--- config.mk ---
export PLATFORM = sky130hd
export DESIGN_NAME = fft_stage_sched
export DESIGN_NICKNAME = d
export VERILOG_FILES = /design/src/rtl/fft_stage_sched.sv
export SDC_FILE = /design/constraint.sdc
export NUM_CORES = 1
export LEC_CHECK = 0
export BUFFER_PORTS_ARGS = -buffer_cell sky130_fd_sc_hd__buf_2
export CAP_MARGIN = 20
export CORE_MARGIN = 2
export CORE_UTILIZATION = 50
export DETAILED_ROUTE_END_ITERATION = 8
export PLACE_DENSITY = 0.75
export SETUP_SLACK_MARGIN = 0.4
export SKIP_CTS_REPAIR_TIMING = 1
export SLEW_MARGIN = 5
export SYNTH_ARGS = -nofsm -noshare
export SYNTH_HDL_FRONTEND = slang
export SYNTH_SLANG_ARGS = --single-unit
--- constraint.sdc ---
create_clock -name clk_i -period 11.9 [get_ports clk_i]
set_input_delay 0.595 -clock clk_i [delete_from_list [all_inputs] [get_ports clk_i]]
set_output_delay 0.595 -clock clk_i [all_outputs]
set_load 0.01 [all_outputs]
--- src/rtl/fft_stage_sched.sv ---
`default_nettype none
// ============================================================================
// Module      : fft_stage_sched
// Description : Issue scheduler for an in-place radix-2 DIT FFT. Generates
//               butterfly read/twiddle addresses, multiplier and write-back
//               strobes, and drains the pipeline between stages.
// Revision    : 1.0 - initial release
// ============================================================================
module fft_stage_sched #(
    parameter int LOG2N  = 10,
    parameter int RD_LAT = 1,
    parameter int WB_LAT = 6
) (
    input  logic                     clk_i,
    input  logic                     rst_i,
    input  logic                     start_i,
    input  logic                     hold_i,
    output logic                     busy_o,
    output logic                     done_o,
    output logic [$clog2(LOG2N)-1:0] stage_o,
    output logic                     rd_en_o,
    output logic [LOG2N-1:0]         rd_addr_a_o,
    output logic [LOG2N-1:0]         rd_addr_b_o,
    output logic [LOG2N-2:0]         tw_addr_o,
    output logic                     mult_valid_o,
    output logic                     wb_en_o,
    output logic [LOG2N-1:0]         wb_addr_a_o,
    output logic [LOG2N-1:0]         wb_addr_b_o
);

    localparam int SW = $clog2(LOG2N);
    localparam int KW = LOG2N - 1;
    localparam int CW = $clog2(WB_LAT + 1);

    localparam logic [1:0] c_st_idle  = 2'd0;
    localparam logic [1:0] c_st_issue = 2'd1;
    localparam logic [1:0] c_st_drain = 2'd2;

    localparam logic [KW-1:0]    c_k_last = '1;
    localparam logic [KW-1:0]    c_k_one  = KW'(1);
    localparam logic [SW-1:0]    c_s_last = SW'(LOG2N - 1);
    localparam logic [SW-1:0]    c_s_one  = SW'(1);
    localparam logic [CW-1:0]    c_c_one  = CW'(1);
    localparam logic [LOG2N-1:0] c_n_one  = LOG2N'(1);

    logic [1:0]       r_state;
    logic [SW-1:0]    r_s;
    logic [KW-1:0]    r_k;
    logic             r_busy;
    logic             r_done;
    logic             r_rd_en;
    logic [LOG2N-1:0] r_addr_a;
    logic [LOG2N-1:0] r_addr_b;
    logic [KW-1:0]    r_tw;
    logic [CW-1:0]    r_inflight;
    logic [WB_LAT-1:0] r_vld;
    logic [LOG2N-1:0] r_dly_a [WB_LAT];
    logic [LOG2N-1:0] r_dly_b [WB_LAT];

    logic [1:0]       w_nxt_state;
    logic             w_issue;
    logic             w_done;
    logic [SW-1:0]    w_iss_s;
    logic [KW-1:0]    w_iss_k;
    logic [CW-1:0]    w_cnt_nxt;
    logic             w_drained;
    logic [LOG2N-1:0] w_span;
    logic [LOG2N-1:0] w_pos;
    logic [LOG2N-1:0] w_grp;
    logic [LOG2N-1:0] w_a;
    logic [LOG2N-1:0] w_b;
    logic [KW-1:0]    w_tw;

    // Stage exit looks at next-cycle occupancy so the new stage issues in the
    // cycle right after the final write-back of the previous one.
    always_comb begin
        w_cnt_nxt = r_inflight;
        if (r_rd_en && !r_vld[WB_LAT-1]) begin
            w_cnt_nxt = r_inflight + c_c_one;
        end else if (!r_rd_en && r_vld[WB_LAT-1]) begin
            w_cnt_nxt = r_inflight - c_c_one;
        end
    end

    assign w_drained = (w_cnt_nxt == '0);

    always_comb begin
        w_nxt_state = r_state;
        w_issue     = 1'b0;
        w_done      = 1'b0;
        w_iss_s     = r_s;
        w_iss_k     = r_k;
        case (r_state)
            c_st_idle: begin
                if (start_i && !r_done) begin
                    w_issue     = 1'b1;
                    w_iss_s     = '0;
                    w_iss_k     = '0;
                    w_nxt_state = c_st_issue;
                end
            end
            c_st_issue: begin
                if (r_k == c_k_last) begin
                    w_nxt_state = c_st_drain;
                end else if (!hold_i) begin
                    w_issue = 1'b1;
                    w_iss_k = r_k + c_k_one;
                end
            end
            c_st_drain: begin
                if (w_drained) begin
                    if (r_s == c_s_last) begin
                        w_done      = 1'b1;
                        w_nxt_state = c_st_idle;
                    end else begin
                        w_issue     = 1'b1;
                        w_iss_s     = r_s + c_s_one;
                        w_iss_k     = '0;
                        w_nxt_state = c_st_issue;
                    end
                end
            end
            default: w_nxt_state = c_st_idle;
        endcase
    end

    // Butterfly k of stage s: group index picks the block, position within
    // the block picks the leg offset and scales the twiddle index.
    assign w_span = c_n_one << w_iss_s;
    assign w_pos  = {1'b0, w_iss_k} & (w_span - c_n_one);
    assign w_grp  = {1'b0, w_iss_k} >> w_iss_s;
    assign w_a    = ((w_grp << 1) << w_iss_s) | w_pos;
    assign w_b    = w_a + w_span;
    assign w_tw   = w_pos[KW-1:0] << (c_s_last - w_iss_s);

    always_ff @(posedge clk_i or posedge rst_i) begin
        if (rst_i) begin
            r_state    <= c_st_idle;
            r_s        <= '0;
            r_k        <= '0;
            r_busy     <= 1'b0;
            r_done     <= 1'b0;
            r_rd_en    <= 1'b0;
            r_addr_a   <= '0;
            r_addr_b   <= '0;
            r_tw       <= '0;
            r_inflight <= '0;
            r_vld      <= '0;
            for (int i = 0; i < WB_LAT; i++) begin
                r_dly_a[i] <= '0;
                r_dly_b[i] <= '0;
            end
        end else begin
            r_state    <= w_nxt_state;
            r_busy     <= (w_nxt_state != c_st_idle);
            r_done     <= w_done;
            r_rd_en    <= w_issue;
            r_inflight <= w_cnt_nxt;
            if (w_issue) begin
                r_s      <= w_iss_s;
                r_k      <= w_iss_k;
                r_addr_a <= w_a;
                r_addr_b <= w_b;
                r_tw     <= w_tw;
            end
            r_vld      <= {r_vld[WB_LAT-2:0], r_rd_en};
            r_dly_a[0] <= r_addr_a;
            r_dly_b[0] <= r_addr_b;
            for (int i = 1; i < WB_LAT; i++) begin
                r_dly_a[i] <= r_dly_a[i-1];
                r_dly_b[i] <= r_dly_b[i-1];
            end
        end
    end

    assign busy_o       = r_busy;
    assign done_o       = r_done;
    assign stage_o      = r_s;
    assign rd_en_o      = r_rd_en;
    assign rd_addr_a_o  = r_addr_a;
    assign rd_addr_b_o  = r_addr_b;
    assign tw_addr_o    = r_tw;
    assign mult_valid_o = r_vld[RD_LAT-1];
    assign wb_en_o      = r_vld[WB_LAT-1];
    assign wb_addr_a_o  = r_dly_a[WB_LAT-1];
    assign wb_addr_b_o  = r_dly_b[WB_LAT-1];

endmodule
`default_nettype wire
==> reports/metrics.cfg, run 1 <==
[grt]
gr-usage-met3 = 0.0443
grt-ovfl-total = 0
grt_use_total = 0.224
grt_use_met1 = 0.298
grt_pass1_vias = 4775
grt_max_degree = 107
antenna_found_initial = 0
grt_util_met2 = 0.359
grt_pass1_wl_um = 25400
grt_busiest_layer = met2

[timing]
period_needed_ps = 5920
fin_hold_ws_ps = 338
finalWorstSetupSlack_ps = 5980
max_freq_mhz = 169
setup_viol = 0
setup_tns_ps = 0
period_share = 0.498
hold_viol = 0
fin_worst_skew_ps = 13.3
rsz0062_at_grt = false
relSlewSlack = 0.393
tightest_slew_ps = 911
slew_violations = 0

[final_layout]
layout-drive-gt1-share = 0.197
final_cell_mix = dfrtp_1, buf_2, nand2_1
final_util = 0.579
multiInputGateArea_um2 = 2380
nNetsFinal = 659
layout_commonest_cell = dfrtp_1
nFillCells = 1152
area_growth_pct = 12.9
seq_area_um2 = 4400
diodes = 0

[hold_path]
min-delay-start = r_dly_a[48]
min_path_type = reg -> reg

[critical_path]
critPathMaxFanout = 15
crit_start = r_inflight[0]
worstSetupPathType = reg -> reg
crit_arrival_ps = 6200
setup.worst_path.end_class = register
worst_path_largest_cell_delay_ps = 680
critical_path.cell_chain = inv_1 > ha_1 > nand4bb_1 > o311a_1 > o311ai_2 > o211ai_2 > nor3_1 > nand2_1 > ha_1 > a21boi_0 > o21ai_0 > a21boi_0 > a21oi_1 > o21ai_1 > ha_1 > inv_1 > o21ba_2 > o21ai_0 > xor2_1 > xnor2_1 > a21oi_1
start_kind = register
critPathSlowestCell = nor3_1
cpMostUsedCell = ha_1
r2r-start = r_inflight[0]
worstPathRequired_ps = 12180

[floorplan]
io_pins = 62
core-area_um2 = 13900
die_h_um = 123
die-area_um2 = 15200
std_cell_rows = 43
start_util = 0.513
die_w_um = 123

[power]
p_sw_uw = 509
peakVddDrop_mv = 0.0923
p_int_mw = 1.11
seq_power_share = 0.486
p_per_area_nw_per_um2 = 202
static-leakage-power_nw = 3.71
p_clk_frac = 0.341
p_comb_frac = 0.173
swShare = 0.314

[yosys]
mappedNetlistNets = 619
syn_area_um2 = 7110
synth-async-reset-ratio = 1.00
seq_area_frac_synth = 0.619
ys.flop_type = dfrtp_1
netlist.top_cell.by_area = dfrtp_1
yosys-top-cells-area = dfrtp_1, ha_1, nand2_1, o21ai_0, a21oi_1
ys_ff_latch = 176
synth_cell_types = 75
syn_avg_cell_area_um2 = 11.9
synth_edf_count = 0
yosys_warnings = 0
syn_inst = 598
synthDominantCellAreaShare = 0.619

[clock_network]
cts_buffers = 17
clock_latency_ps = 430
numClockSinks = 176
h-tree-depth = 4
cts_tree = yes
cts-root-buf = clkbuf_16
clock_path_buffers = 2
clkSlewWorstSetupHoldPaths_ps = 70

[drt]
routed_via_density = 5.72
drtAntennaViolNets = 0
wl_per_cell_um = 19.0
drt_pass1_iterations = 5
drc_errors = 0
routed-via-count = 4750
drt-initial-drc-count = 356
wl_um = 15800

[place]
hpwl_um = 10500
portBuffers = 61
dp_worst_setup_slack_ps = 6120
place_congestion = 0.887

[run]
maxCapViolations = 0

[outcome]
status = completed

critical path, delay by kind of cell (launching register included):
kind,cells,cell delay (ps)
fa+ha+maj,3,1100
buf+inv,2,180
xor+xnor,2,360
simple gates,3,1280
compound gates,11,2370
flops,1,480
sequential cells by signal, indices dropped and copies added (netlist names), 4 cells and up:
name,cells
tw_addr_o,9
r_k,9
rd_addr_a_o,10
r_vld,6
rd_addr_b_o,10
wb_addr_a_o,10
r_dly_b,50
stage_o,4
r_dly_a,50
wb_addr_b_o,10
power groups by stage:
stage / clock (mW) / sequential [mW] / combinational (mW)
after floorplan: 0 / 0.786 / 0.194
after global placement: 0 / 0.784 / 0.271
after detailed placement: 0 / 0.798 / 0.276
after CTS: 0.565 / 0.791 / 0.279
after global routing: 0.592 / 0.802 / 0.308
final: 0.552 / 0.787 / 0.280
layout make-up:
type / count / share of cell area
clock inverters: 15 / 0.0223
well taps: 180 / 0.0280
clock buffers: 17 / 0.0529
multi-input cells: 356 / 0.296
flip-flops and latches: 176 / 0.548
inverters: 22 / 0.0109
repair buffers: 65 / 0.0417
stage by stage:
step / area [um2] / power (mW) / instances
6_report: 8040 / 1.62 / 831
5_1_grt: 8040 / 1.70 / 831
2_1_floorplan: 7110 / 0.980 / 598
3_3_place_gp: 7430 / 1.05 / 799
4_1_cts: 8040 / 1.64 / 831
3_5_place_dp: 7430 / 1.07 / 799
metal layers:
metal,part of all wire,vias up
met1,0.45,2386
met4,0.024,0
met5,0,-
met2,0.49,147
li1,-,2187
met3,0.043,30
Yosys cell counts (all sizes together), types with 3 or more instances:
cell type / instances
a211oi: 6
a21boi: 5
a21o: 6
a21oi: 34
a22o: 8
a22oi: 3
a31oi: 6
and2: 4
and3: 4
buf: 32
clkbuf: 12
dfrtp: 176
ha: 16
inv: 22
mux2: 8
mux2i: 5
nand2: 50
nand2b: 3
nand3: 13
nand3b: 3
nand4: 6
nor2: 38
nor3: 14
nor4: 4
o211ai: 7
o21ai: 39
o22ai: 3
o311ai: 6
o31ai: 10
or3: 4
xnor2: 9
xor2: 5
path summary, 6_finish.rpt:
| kind | to | slack (ps) | depth (start not counted) |
|---|---|---|---|
| hold reg to reg | r_dly_a[38] | 340 | 0 |
| setup / recovery | rd_addr_b_o[9] | 5980 | 21 |
| setup reg to reg | rd_addr_b_o[9] | 5980 | 21 |
| max in group asynchronous | rd_addr_a_o[1] | 10130 | 3 |
| min in group asynchronous | r_dly_a[10] | 370 | 2 |
| hold / removal | r_dly_a[38] | 340 | 0 |
logic make-up (layout without fill, tap and decap cells):
kind of cell / Yosys count / in the layout / share of synthesized area
buffers and inverters: 66 / 119 / 0.0466
AND/OR/NAND/NOR: 156 / 156 / 0.113
flip-flops: 176 / 176 / 0.619
AO/OA/AOI/OAI: 153 / 153 / 0.150
other: 1 / 1 / 0.000527
multiplexers: 13 / 13 / 0.0197
XOR/XNOR: 14 / 14 / 0.0172
adder cells (fa/ha/maj): 19 / 19 / 0.0338
No activity file was read; power rests on OpenSTA's default activity.
==> run 2, diff against run 1 <==
- PLACE_DENSITY: 0.75 -> 0.77
- clock period: 11.9 -> 5.1 ns (I/O delays scaled with it)
==> reports/metrics.cfg, run 2 (same netlist as run 1, synthesis figures left out) <==
[drt]
routed_via_density = 5.58  ; -2.3%
drt-initial-drc-count = 468  ; +31%
drt_pass1_iterations = 4  ; -1
wl_per_cell_um = 19.7  ; +3.8%
drc_errors = 0  ; unchanged
routed-via-count = 5119  ; +7.8%
wl_um = 18100  ; +15%
drtAntennaViolNets = 0  ; unchanged

[timing]
period_needed_ps = 4710  ; -1210 ps
hold_viol = 0  ; unchanged
relSlewSlack = 0.385  ; -0.00711
tightest_slew_ps = 922  ; +10.7 ps
max_freq_mhz = 212  ; +26%
setup_viol = 0  ; unchanged
finalWorstSetupSlack_ps = 387  ; -5590 ps
fin_worst_skew_ps = 9.40  ; -3.87 ps
period_share = 0.924  ; +0.426
slew_violations = 0  ; unchanged
rsz0062_at_grt = true

[critical_path]
setup.worst_path.end_class = register
worst_path_largest_cell_delay_ps = 420  ; -260 ps
critical_path.endpoint = rd_addr_b_o[9]
worstPathRequired_ps = 5390  ; -6790 ps
critPathMaxFanout = 4  ; -11
cpMostUsedCell = a21oi_2
crit_arrival_ps = 5000  ; -1200 ps
worst_r2r_path_depth = 25  ; +19%
reg2reg_slack_ps = 390  ; -5590 ps
reg2reg_to = rd_addr_b_o[9]
critPathSlowestCell = dfrtp_2
crit_start = r_inflight[1]
r2r-start = r_inflight[1]
start_kind = register
worstSetupPathType = reg -> reg

[hold_path]
min_path_type = in -> async

[grt]
grt_use_total = 0.245  ; +0.0207
grt_pass1_wl_um = 27700  ; +9.0%
grt_pass1_vias = 5167  ; +8.2%
gr-usage-met3 = 0.0475  ; +0.00323
grt-ovfl-total = 0  ; unchanged
grt_use_met1 = 0.313  ; +0.0159
grt_max_degree = 177  ; +65%
grt_util_met2 = 0.415  ; +0.0556
antenna_found_initial = 0  ; unchanged
grt_busiest_layer = met2

[floorplan]
die_h_um = 123  ; unchanged
core-area_um2 = 13900  ; unchanged
start_util = 0.513  ; unchanged
io_pins = 62  ; unchanged
die-area_um2 = 15200  ; unchanged
std_cell_rows = 43  ; unchanged
die_w_um = 123  ; unchanged

[power]
p_clk_frac = 0.316  ; -0.025
p_per_area_nw_per_um2 = 451  ; +120%
swShare = 0.306  ; -0.00878
static-leakage-power_nw = 4.17  ; +12%
peakVddDrop_mv = 0.198  ; +110%
total_power_mw = 4.03  ; +150%
p_sw_mw = 1.23  ; +140%
seq_power_share = 0.456  ; -0.030
p_int_mw = 2.80  ; +150%
p_comb_frac = 0.227  ; +0.054

[clock_network]
cts-root-buf = clkbuf_16
clock_path_buffers = 2  ; unchanged
numClockSinks = 176  ; unchanged
clkSlewWorstSetupHoldPaths_ps = 70  ; about the same
cts_tree = yes
cts_buffers = 17  ; unchanged
clock_latency_ps = 430  ; about the same
h-tree-depth = 4  ; unchanged

[final_layout]
diodes = 0  ; unchanged
stdcell_count = 917  ; +10%
layout-drive-gt1-share = 0.358  ; +0.162
layout_commonest_cell = dfrtp_1
multiInputGateArea_um2 = 2650  ; +11%
nFillCells = 1055  ; -8.4%
nNetsFinal = 745  ; +13%
seq_area_um2 = 4410  ; +0.14%
final_cell_mix = dfrtp_1, buf_4, buf_2
reg_top3 = r_dly_a: 50 flops, r_dly_b: 50 flops
area_growth_pct = 25.9

[place]
dp_worst_setup_slack_ps = -29.3  ; -6150 ps
place_congestion = 0.918  ; +3.5%
hpwl_um = 11900  ; +14%
dp.cells = 863  ; +8.0%
portBuffers = 61  ; unchanged

[outcome]
status = completed

[run]
maxCapViolations = 0  ; unchanged

## run 2: cell types whose count changed in the layout (fill, tap and decap cells not counted), sizes merged
cell and delta:
inv -2, buf +86, clkinv -1, clkbuf +2, bufinv +1
## run 2: area by class of cell
cell class / count / share of cell area
multi-input combinational: 356 / 0.295
sequential: 176 / 0.493
timing repair buffer: 151 / 0.112
inverter: 22 / 0.00964
clock inverter: 13 / 0.0159
clock buffer: 19 / 0.0495
tap: 180 / 0.0252
## run 2: critical path, delay by kind of cell, from the launching register on
family / cells / cell delay (ps)
AO/OA/AOI/OAI: 11 / 1510
XOR/XNOR: 2 / 310
adder cells (fa/ha/maj): 2 / 560
buffers and inverters: 3 / 420
flip-flops: 1 / 420
AND/OR/NAND/NOR: 7 / 1350
## run 2: stage by stage
step	instance area, um2	hold WS [ps]	TNS (ps)	utilization
global route	8950	153	0	0.645
floorplan	7120	331	0	-
CTS	8510	151	-66.9	0.613
finish	8950	64.1	0	0.645
detailed placement	7930	335	-29.3	0.571
global placement	7930	331	0	0.571
## run 2: metal layers
layer,routed length [um],vias to the layer above
met5,0,-
met1,7560,2554
met3,783,36
met2,9360,176
met4,391,0
li1,-,2353
## run 2: power groups by stage
stage | clock network [mW] | registers [mW] | logic [mW]
3_5_place_dp | 0 | 1.86 | 0.747
5_1_grt | 1.36 | 1.87 | 0.995
2_1_floorplan | 0 | 1.83 | 0.454
6_report | 1.28 | 1.84 | 0.917
4_1_cts | 1.30 | 1.85 | 0.754
3_3_place_gp | 0 | 1.83 | 0.735
## run 2: how the worst min path moves through the flow
stage                      from           to  slack, ps  cells after the start
CTS                       rst_i  r_dly_a[20]        150                      3
floorplan           r_dly_a[20]  r_dly_a[10]        330                      0
global route              rst_i  r_dly_a[20]        150                      3
global placement    r_dly_b[54]  r_dly_b[44]        330                      0
detailed placement  r_dly_a[27]  r_dly_a[17]        330                      0
finish                    rst_i  r_dly_a[20]         60                      3
